`src/rtl/bpu_resolve_update.sv`:
```
// Branch resolution: flags mispredicts, issues a registered redirect/flush and queues BTB updates.
// Latency: redirect/flush one cycle after EX; a queued write is visible one cycle after enqueue.
// Backpressure: head held while !btb_wr_ready; a push into a full queue is dropped unless a pop frees a slot that cycle.
// Optional statistics counters are enabled by defining BPU_STATS_EN.
module bpu_resolve_update #(
    parameter int DRAIN_CYCLES = 2,
    parameter int WQ_DEPTH     = 2
) (
    input  logic        clk,
    input  logic        rst,
    input  logic        ex_valid,
    input  logic [31:0] ex_pc,
    input  logic [2:0]  ex_type,
    input  logic        ex_taken,
    input  logic [31:0] ex_target,
    input  logic        ex_pred_hit,
    input  logic [31:0] ex_pred_npc,
    input  logic [1:0]  ex_pred_cnt,
    output logic        redirect_valid,
    output logic [31:0] redirect_pc,
    output logic        flush,
    output logic        btb_wr_valid,
    input  logic        btb_wr_ready,
    output logic [31:0] btb_wr_pc,
    output logic [2:0]  btb_wr_type,
    output logic [31:0] btb_wr_target,
    output logic [1:0]  btb_wr_cnt,
    output logic [31:0] stat_branches,
    output logic [31:0] stat_mispredicts,
    output logic [31:0] stat_drops
);
    localparam int DW = $clog2(DRAIN_CYCLES + 1);
    localparam int AW = $clog2(WQ_DEPTH);
    localparam logic [DW-1:0] DRAIN_C = DW'(DRAIN_CYCLES);
    localparam logic [AW:0]   DEPTH_C = (AW + 1)'(WQ_DEPTH);
    localparam logic [2:0]    T_BCON  = 3'b001;

    typedef enum logic [0:0] {
        S_IDLE,
        S_FLUSH
    } state_t;

    typedef struct packed {
        logic [31:0] pc;
        logic [2:0]  typ;
        logic [31:0] target;
        logic [1:0]  cnt;
    } wr_ent_t;

    state_t        state_q, state_d;
    logic [DW-1:0] drain_q, drain_d;
    logic          redir_vld_q, redir_vld_d;
    logic [31:0]   redir_pc_q, redir_pc_d;

    logic [AW-1:0] rd_ptr_q, rd_ptr_d;
    logic [AW-1:0] wr_ptr_q, wr_ptr_d;
    logic [AW:0]   count_q, count_d;
    wr_ent_t       mem_q [WQ_DEPTH];

    logic          is_branch;
    logic          accepted;
    logic [31:0]   actual_npc;
    logic          mispredict;
    logic [1:0]    new_cnt;
    logic          wr_gen;
    logic          wq_vld;
    logic          full;
    logic          pop;
    logic          push;
    wr_ent_t       new_ent;
    wr_ent_t       head;

    assign is_branch  = (ex_type != 3'b000) && (ex_type != 3'b111);
    assign accepted   = ex_valid && is_branch && (state_q == S_IDLE);
    assign actual_npc = ex_taken ? ex_target : (ex_pc + 32'd4);
    assign mispredict = accepted && (ex_pred_npc != actual_npc);

    // Only conditional branches train the counter; every other type is pinned strongly taken.
    always_comb begin
        new_cnt = 2'b11;
        if (ex_type == T_BCON) begin
            if (ex_pred_hit) begin
                if (ex_taken) begin
                    new_cnt = (ex_pred_cnt == 2'b11) ? 2'b11 : ex_pred_cnt + 2'b01;
                end else begin
                    new_cnt = (ex_pred_cnt == 2'b00) ? 2'b00 : ex_pred_cnt - 2'b01;
                end
            end else begin
                new_cnt = ex_taken ? 2'b10 : 2'b01;
            end
        end
    end

    assign wr_gen = accepted &&
                    ((!ex_pred_hit && ex_taken) ||
                     (ex_pred_hit && ((new_cnt != ex_pred_cnt) || mispredict)));

    assign new_ent = '{pc: ex_pc, typ: ex_type, target: ex_target, cnt: new_cnt};

    always_comb begin
        state_d     = state_q;
        drain_d     = drain_q;
        redir_vld_d = 1'b0;
        redir_pc_d  = redir_pc_q;
        case (state_q)
            S_IDLE: begin
                if (mispredict) begin
                    state_d     = S_FLUSH;
                    drain_d     = DRAIN_C;
                    redir_vld_d = 1'b1;
                    redir_pc_d  = actual_npc;
                end
            end
            S_FLUSH: begin
                if (drain_q <= DW'(1)) begin
                    state_d = S_IDLE;
                    drain_d = '0;
                end else begin
                    drain_d = drain_q - DW'(1);
                end
            end
            default: begin
                state_d = S_IDLE;
                drain_d = '0;
            end
        endcase
    end

    // A pop in the same cycle frees the slot, so a push into a full queue still lands.
    assign wq_vld = (count_q != '0);
    assign full   = (count_q == DEPTH_C);
    assign pop    = wq_vld && btb_wr_ready;
    assign push   = wr_gen && (!full || pop);

    always_comb begin
        rd_ptr_d = rd_ptr_q;
        wr_ptr_d = wr_ptr_q;
        count_d  = count_q;
        if (pop) begin
            rd_ptr_d = rd_ptr_q + AW'(1);
        end
        if (push) begin
            wr_ptr_d = wr_ptr_q + AW'(1);
        end
        case ({push, pop})
            2'b10:   count_d = count_q + (AW + 1)'(1);
            2'b01:   count_d = count_q - (AW + 1)'(1);
            default: count_d = count_q;
        endcase
    end

    always_ff @(posedge clk) begin
        if (rst) begin
            state_q     <= S_IDLE;
            drain_q     <= '0;
            redir_vld_q <= 1'b0;
            redir_pc_q  <= '0;
            rd_ptr_q    <= '0;
            wr_ptr_q    <= '0;
            count_q     <= '0;
            for (int i = 0; i < WQ_DEPTH; i++) begin
                mem_q[i] <= '0;
            end
        end else begin
            state_q     <= state_d;
            drain_q     <= drain_d;
            redir_vld_q <= redir_vld_d;
            redir_pc_q  <= redir_pc_d;
            rd_ptr_q    <= rd_ptr_d;
            wr_ptr_q    <= wr_ptr_d;
            count_q     <= count_d;
            if (push) begin
                mem_q[wr_ptr_q] <= new_ent;
            end
        end
    end

    assign head           = mem_q[rd_ptr_q];
    assign redirect_valid = redir_vld_q;
    assign redirect_pc    = redir_pc_q;
    assign flush          = (state_q == S_FLUSH);
    assign btb_wr_valid   = wq_vld;
    assign btb_wr_pc      = head.pc;
    assign btb_wr_type    = head.typ;
    assign btb_wr_target  = head.target;
    assign btb_wr_cnt     = head.cnt;

`ifdef BPU_STATS_EN
    logic        drop;
    logic [31:0] stat_br_q;
    logic [31:0] stat_mis_q;
    logic [31:0] stat_drop_q;

    assign drop = wr_gen && full && !pop;

    always_ff @(posedge clk) begin
        if (rst) begin
            stat_br_q   <= '0;
            stat_mis_q  <= '0;
            stat_drop_q <= '0;
        end else begin
            if (accepted) begin
                stat_br_q <= stat_br_q + 32'd1;
            end
            if (mispredict) begin
                stat_mis_q <= stat_mis_q + 32'd1;
            end
            if (drop) begin
                stat_drop_q <= stat_drop_q + 32'd1;
            end
        end
    end

    assign stat_branches    = stat_br_q;
    assign stat_mispredicts = stat_mis_q;
    assign stat_drops       = stat_drop_q;
`else
    assign stat_branches    = '0;
    assign stat_mispredicts = '0;
    assign stat_drops       = '0;
`endif

endmodule

```
`config.mk`:
```
export PLATFORM = sky130hd
export DESIGN_NAME = bpu_resolve_update
export DESIGN_NICKNAME = d
export VERILOG_FILES = /design/src/rtl/bpu_resolve_update.sv
export SDC_FILE = /design/constraint.sdc
export NUM_CORES = 1
export LEC_CHECK = 0
export CORE_MARGIN = 2
export CORE_UTILIZATION = 49
export DETAILED_ROUTE_END_ITERATION = 16
export GPL_TIMING_DRIVEN = 0
export PLACE_DENSITY = 0.85
export SETUP_SLACK_MARGIN = 0.2
export SYNTH_ARGS = -nofsm -noshare
export SYNTH_HDL_FRONTEND = slang
export SYNTH_SLANG_ARGS = --single-unit
```
`constraint.sdc`:
```
create_clock -name clk -period 7.2 [get_ports clk]
set_input_delay 1.44 -clock clk [delete_from_list [all_inputs] [get_ports clk]]
set_output_delay 1.44 -clock clk [all_outputs]
set_load 0.005 [all_outputs]
```
== Word level (Yosys, flattened, before mapping) ==
Memories as Yosys holds them, arrays and structs flattened. A register that Yosys moved wholly into a read port is not among the register bits.
Index checks and enable logic that the tools add are counted.

* Register bits: 40
* Memory bits (writable): 138
* Output and inout bits: 200
* Memories kept: 1

{| class="wikitable"
|+ Memory list
! name !! words !! width !! rd ports !! clocked after Yosys merged registers in !! write ports !! line !! RTL
|-
| mem_q || 2 || 69 || 1 || 1 || 2 || 58 || <nowiki>wr_ent_t mem_q [WQ_DEPTH];</nowiki>
|}

* Add/subtract/negate cells: 8
* Order comparisons: 1
* Equal/unequal tests: 9
* Multiplexer cells: 24
* Bitwise logic cells: 1
* Reduce and logical (&&, ||, !) cells: 21

{| class="wikitable"
|+ Operator list
! kind !! count
|-
| $mux 69 || 1
|-
| $reduce_or 69->1 || 1
|-
| $add 32x3->32 const B || 1
|-
| $mux 32 || 1
|-
| $ne 32x32->1 || 1
|-
| $mux 2 || 8
|-
| $mux 1 || 11
|-
| $logic_and 1x1->1 || 9
|-
| $pmux 2 s2 || 2
|-
| $eq 2x2->1 const B || 3
|-
| $sub 2x1->2 const B || 3
|-
| $add 2x1->2 const B || 2
|-
| $reduce_bool 2->1 || 2
|-
| $eq 3x1->1 const B || 1
|-
| $logic_or 1x1->1 || 3
|-
| $ne 3x3->1 const B || 1
|-
| $reduce_bool 3->1 || 1
|-
| $add 1x1->1 const B || 2
|-
| $eq 2x1->1 const B || 1
|-
| $le 2x1->1 const B || 1
|-
| $logic_not 1->1 || 2
|-
| $logic_not 2->1 || 1
|-
| $ne 2x2->1 || 1
|-
| $ne 2x2->1 const B || 1
|-
| 4 further kinds || 4
|}

== Logic depth before layout (Yosys ltp) ==
* Depth after elaboration: 16
* Depth in mapped cells: 14
* Gate-level depth less buffers: 11

== Worst setup path after synthesis ==
No wires, ideal clock.

* Path kind: input port to flip-flop
* From: input ex_pc[2]
* To: memory mem_q[1][0] (netlist bit) (enable)
* Setup time: 0.431 ns
* Arrival: 5.348 ns
* Data required time: 6.769 ns
* Slack: 1.421 ns
* Stages: 13
* Buffers on the path: 2
* Path through: ha_1 and4_1 buf_2 nand3_1 or3_1 a221oi_2 xor2_1 o211ai_2 nor4_4 or2_4 nor4_4 clkbuf_2 or2_1

{| class="wikitable"
|+ RTL lines
! item !! line !! RTL
|-
| from (decl) || 12 || <nowiki>input logic [31:0] ex_pc,</nowiki>
|-
| to (decl) || 58 ||
|}

==> results list <==
* Status: complete, no violations
- For this run, the register share of the synthesized area comes to around 46%.
- After detailed routing, the number of remaining DRC violations is 0.
- For this design, the sink count on the clock tree is approximately 180.
* Die W: around 150 µm
- Total routing usage reported by global routing: about 30%
- Type of origin of the critical path: input port
- Final hold violation count: 0
- First DRT Iteration DRCs: ~890
* Arrival time of the worst setup path: around 6.2 ns
- Summing all placed instances gives a cell area of ~14,000 µm².
* Slew headroom: a little over two fifths
- In the final routing, the length of wire on met1 measures between 10 and 15 mm.
- The via count of the first global-routing pass came to about 8,700.
- Final number of max-transition violations: 0
- Critical Path RT: 7.31 ns
* RD Place Congestion: slightly below 1
- Number of max-cap violations: 0
- Setup repair after global routing missed its margin: false
* Max IR drop VDD: 0.153 mV
- Starting density of the core: between 40% and 50%
- Before antenna repair, the detailed router went through 6 iterations.
* Clock Path Buffers: 2
- In this run, post-CTS hold repair placed 0 buffers.
* DR WL met3: ~2.8 mm
- Clock latency of the later-clocked register in the worst-skew pair: between 0.4 and 0.5 ns
- Antenna viol nets, final: 0
- In the synthesized netlist the async set-or-reset flop fraction comes to 0%.
- Across all layers, the routed design uses between 8,000 and 9,000 vias.
- Top-Level Pins: approximately 300
- Post-layout utilization of the core: approximately two thirds
- The Yosys step of the flow raised 0 warnings.
* Type of the worst setup path: in2reg
- Of the total synthesized cell area, the portion taken by AND, OR, NAND and NOR gates is 20.5%.
- Ratio of routed vias to standard cells: approximately 5.4
* Final net count: 1,439
- Post-synthesis compound-gate area fraction: about 7.5%
* Overflow left after global routing: 0
* Shortest clock period the worst path allows after layout: slightly above 6 ns
- Xor/xnor share of the synthesized area: under 10%
- TritonCTS built the clock tree.
- Mapped Area: 10,800 µm²
* Combinational family with the most area after synthesis: simple AND/OR/NAND/NOR gates
* Clk Tree Root Cell: sky130_fd_sc_hd__clkbuf_16
- Final critical-path share of the clock period: ~84%
- Leading cell type in the layout, fill and taps excluded: sky130_fd_sc_hd__clkdlybuf4s50_1
- Number of buffers inserted by port buffering: 195
* Power Density: 195 nW/µm²
- The number of gates resized after CTS was 0.
- In this run, synthesis inferred approximately 140 flip-flops with an integrated enable.
* Pin count of the biggest net entering global routing: 50
- Number of placement rows: 54
- Tightest Hold Check Type: reg2reg
* Setup violation total in the final timing report: 0
- In the detailed route, the total length drawn on met2 is about 17 mm.
* Max Fanout on Critical Path: just under 50
- Averaged over all synthesized cells, the footprint is around 11 µm².
* N_diodes: 0
- Post-CTS timing repair inserted 0 buffers for setup.
- H-tree lvl count: 4
- In the final timing run, aggregate negative setup slack is 0 ns.
- The number of clock buffers added by TritonCTS is 17.
- Fmax: about 160 MHz
- Synth Area in Adders: less than 1%
* Register bit total from synthesis: 179
- Overall die height: between 150 and 200 µm
- The first global-routing pass estimated between 50 and 60 mm of wire.
- Relative area change from synthesis to final layout: 30.7%
- Leaving out fill and tap cells, the most frequent cells in the layout are 195 x sky130_fd_sc_hd__clkdlybuf4s50_1, 140 x sky130_fd_sc_hd__and2_1, 138 x sky130_fd_sc_hd__edfxtp_1.
* Area of the core region: around 22,000 µm²
* Synth Flop Type: sky130_fd_sc_hd__edfxtp_1
- The finished cells cover roughly 14,000 µm².
- Post-Route Skew: 0.00809 ns
- The initial antenna violation count is 0.
* Share of synthesized area spent on multiplexers: a little under a tenth
- Clock Pin Slew Worst Setup and Hold Paths: roughly 0.07 ns
* Placed wire-length estimate after detailed placement: between 20 and 30 mm
- Post-Syn Instances: ~1,000
- Post-detailed-route wirelength per cell: between 20 and 25 µm
- Least-Margin Pin Slew: around 0.86 ns
- The worst setup path is captured at a register.
- In this run the static leakage power is around 5.7 nW.
* Uppermost metal layer occupied by signal nets: met4
* Full die area: 23,300 µm²
- Final hold analysis gives a worst-case slack of approximately 0.47 ns.
* Number of library cell types mapped by synthesis: 85
- Proportion of layout cells with a drive suffix above 1: 19.3%
- Final WL: 34.6 mm
registers in the layout, summed over array words and instances, names as in the netlist, named ones only:
name and flops:
flush 1, wr_ptr_q 1, count_q 2, drain_q 2, redirect_valid 1, rd_ptr_q 1
mem_q 138, redirect_pc 32
cell families after synthesis:
| kind of cell | after synthesis |
|---|---|
| and+or+nand+nor | 377 |
| DFF | 179 |
| buffers and inverters | 177 |
| AOI/OAI and AO/OA | 116 |
| muxes | 93 |
| xor gates and xnor gates | 76 |
| adders and majority gates | 1 |
| other | 1 |
worst max-delay path, cell delays in order:
cell                              delay, ns
sky130_fd_sc_hd__clkdlybuf4s50_1       0.63
sky130_fd_sc_hd__ha_1                  0.28
sky130_fd_sc_hd__and4_1                0.20
sky130_fd_sc_hd__buf_2                 0.20
sky130_fd_sc_hd__nand3_1               0.16
sky130_fd_sc_hd__nor4_1                0.64
sky130_fd_sc_hd__a211oi_1              0.21
sky130_fd_sc_hd__o211ai_2              0.29
sky130_fd_sc_hd__nor4_4                0.10
sky130_fd_sc_hd__or2_4                 0.28
sky130_fd_sc_hd__nor4_4                0.63
sky130_fd_sc_hd__clkbuf_2              0.34
sky130_fd_sc_hd__or2_4                 0.39
sky130_fd_sc_hd__buf_16                0.31
path summary, 6_finish.rpt:
check	from	to	slack, ns	cells past startpoint
setup / recovery	ex_pc[2]	mem_q[1][56]	1.13	14
hold / removal	redirect_pc[24]	redirect_pc[24]	0.47	2
setup reg to reg	flush	mem_q[1][56]	3.11	7
hold reg to reg	redirect_pc[24]	redirect_pc[24]	0.47	2
where the power goes:
| part | internal [W] | leakage (nW) | switching (W) |
|---|---|---|---|
| Clock | 0.000551 | 0.293 | 0.000420 |
| Combinational | 0.000299 | 3.59 | 0.000288 |
| Sequential | 0.00118 | 1.78 | 0.0000227 |
| Total | 0.00203 | 5.66 | 0.000731 |
cells in the mapped netlist (13+ instances only):
cell type | count | share of area, %
sky130_fd_sc_hd__a21oi_1 | 34 | 1.6
sky130_fd_sc_hd__o21ai_0 | 26 | 1.2
sky130_fd_sc_hd__edfxtp_1 | 138 | 38
sky130_fd_sc_hd__clkbuf_1 | 29 | 1.0
sky130_fd_sc_hd__xnor2_1 | 50 | 4.0
sky130_fd_sc_hd__mux2i_1 | 23 | 2.1
sky130_fd_sc_hd__buf_4 | 105 | 7.3
sky130_fd_sc_hd__dfxtp_1 | 41 | 7.6
sky130_fd_sc_hd__nor2_1 | 73 | 2.5
sky130_fd_sc_hd__mux2_2 | 70 | 7.3
sky130_fd_sc_hd__buf_2 | 14 | 0.65
sky130_fd_sc_hd__and2_1 | 140 | 8.1
sky130_fd_sc_hd__inv_1 | 14 | 0.49
sky130_fd_sc_hd__nor3_1 | 13 | 0.60
sky130_fd_sc_hd__xor2_1 | 25 | 2.0
sky130_fd_sc_hd__nand2_1 | 51 | 1.8
sky130_fd_sc_hd__nand4_1 | 16 | 0.92
routing by layer:
metal | up-vias | global-route usage (%)
li1 | 4022 | -
met1 | 4257 | 39.0
met2 | 454 | 48.5
met3 | 74 | 5.40
met4 | 0 | 8.60
met5 | - | 0
metrics by stage:
stage               instances  power [W]  setup slack (ns)
floorplan                1115    0.00152              1.42
global placement         1590    0.00179            -0.959
detailed placement       1592    0.00180             0.752
CTS                      1624    0.00275              1.18
global route             1624    0.00285             0.913
finish                   1624    0.00276              1.13
cell type report:
cell class	count	area (µm²)
fill	1702	7600
multi-input combinational	759	5110
sequential	179	4960
timing repair buffer	197	2010
buffer	163	1070
clock buffer	18	429
tap	280	350
clock inverter	14	174
inverter	14	52.6
No activity file was read; power rests on OpenSTA's default activity.
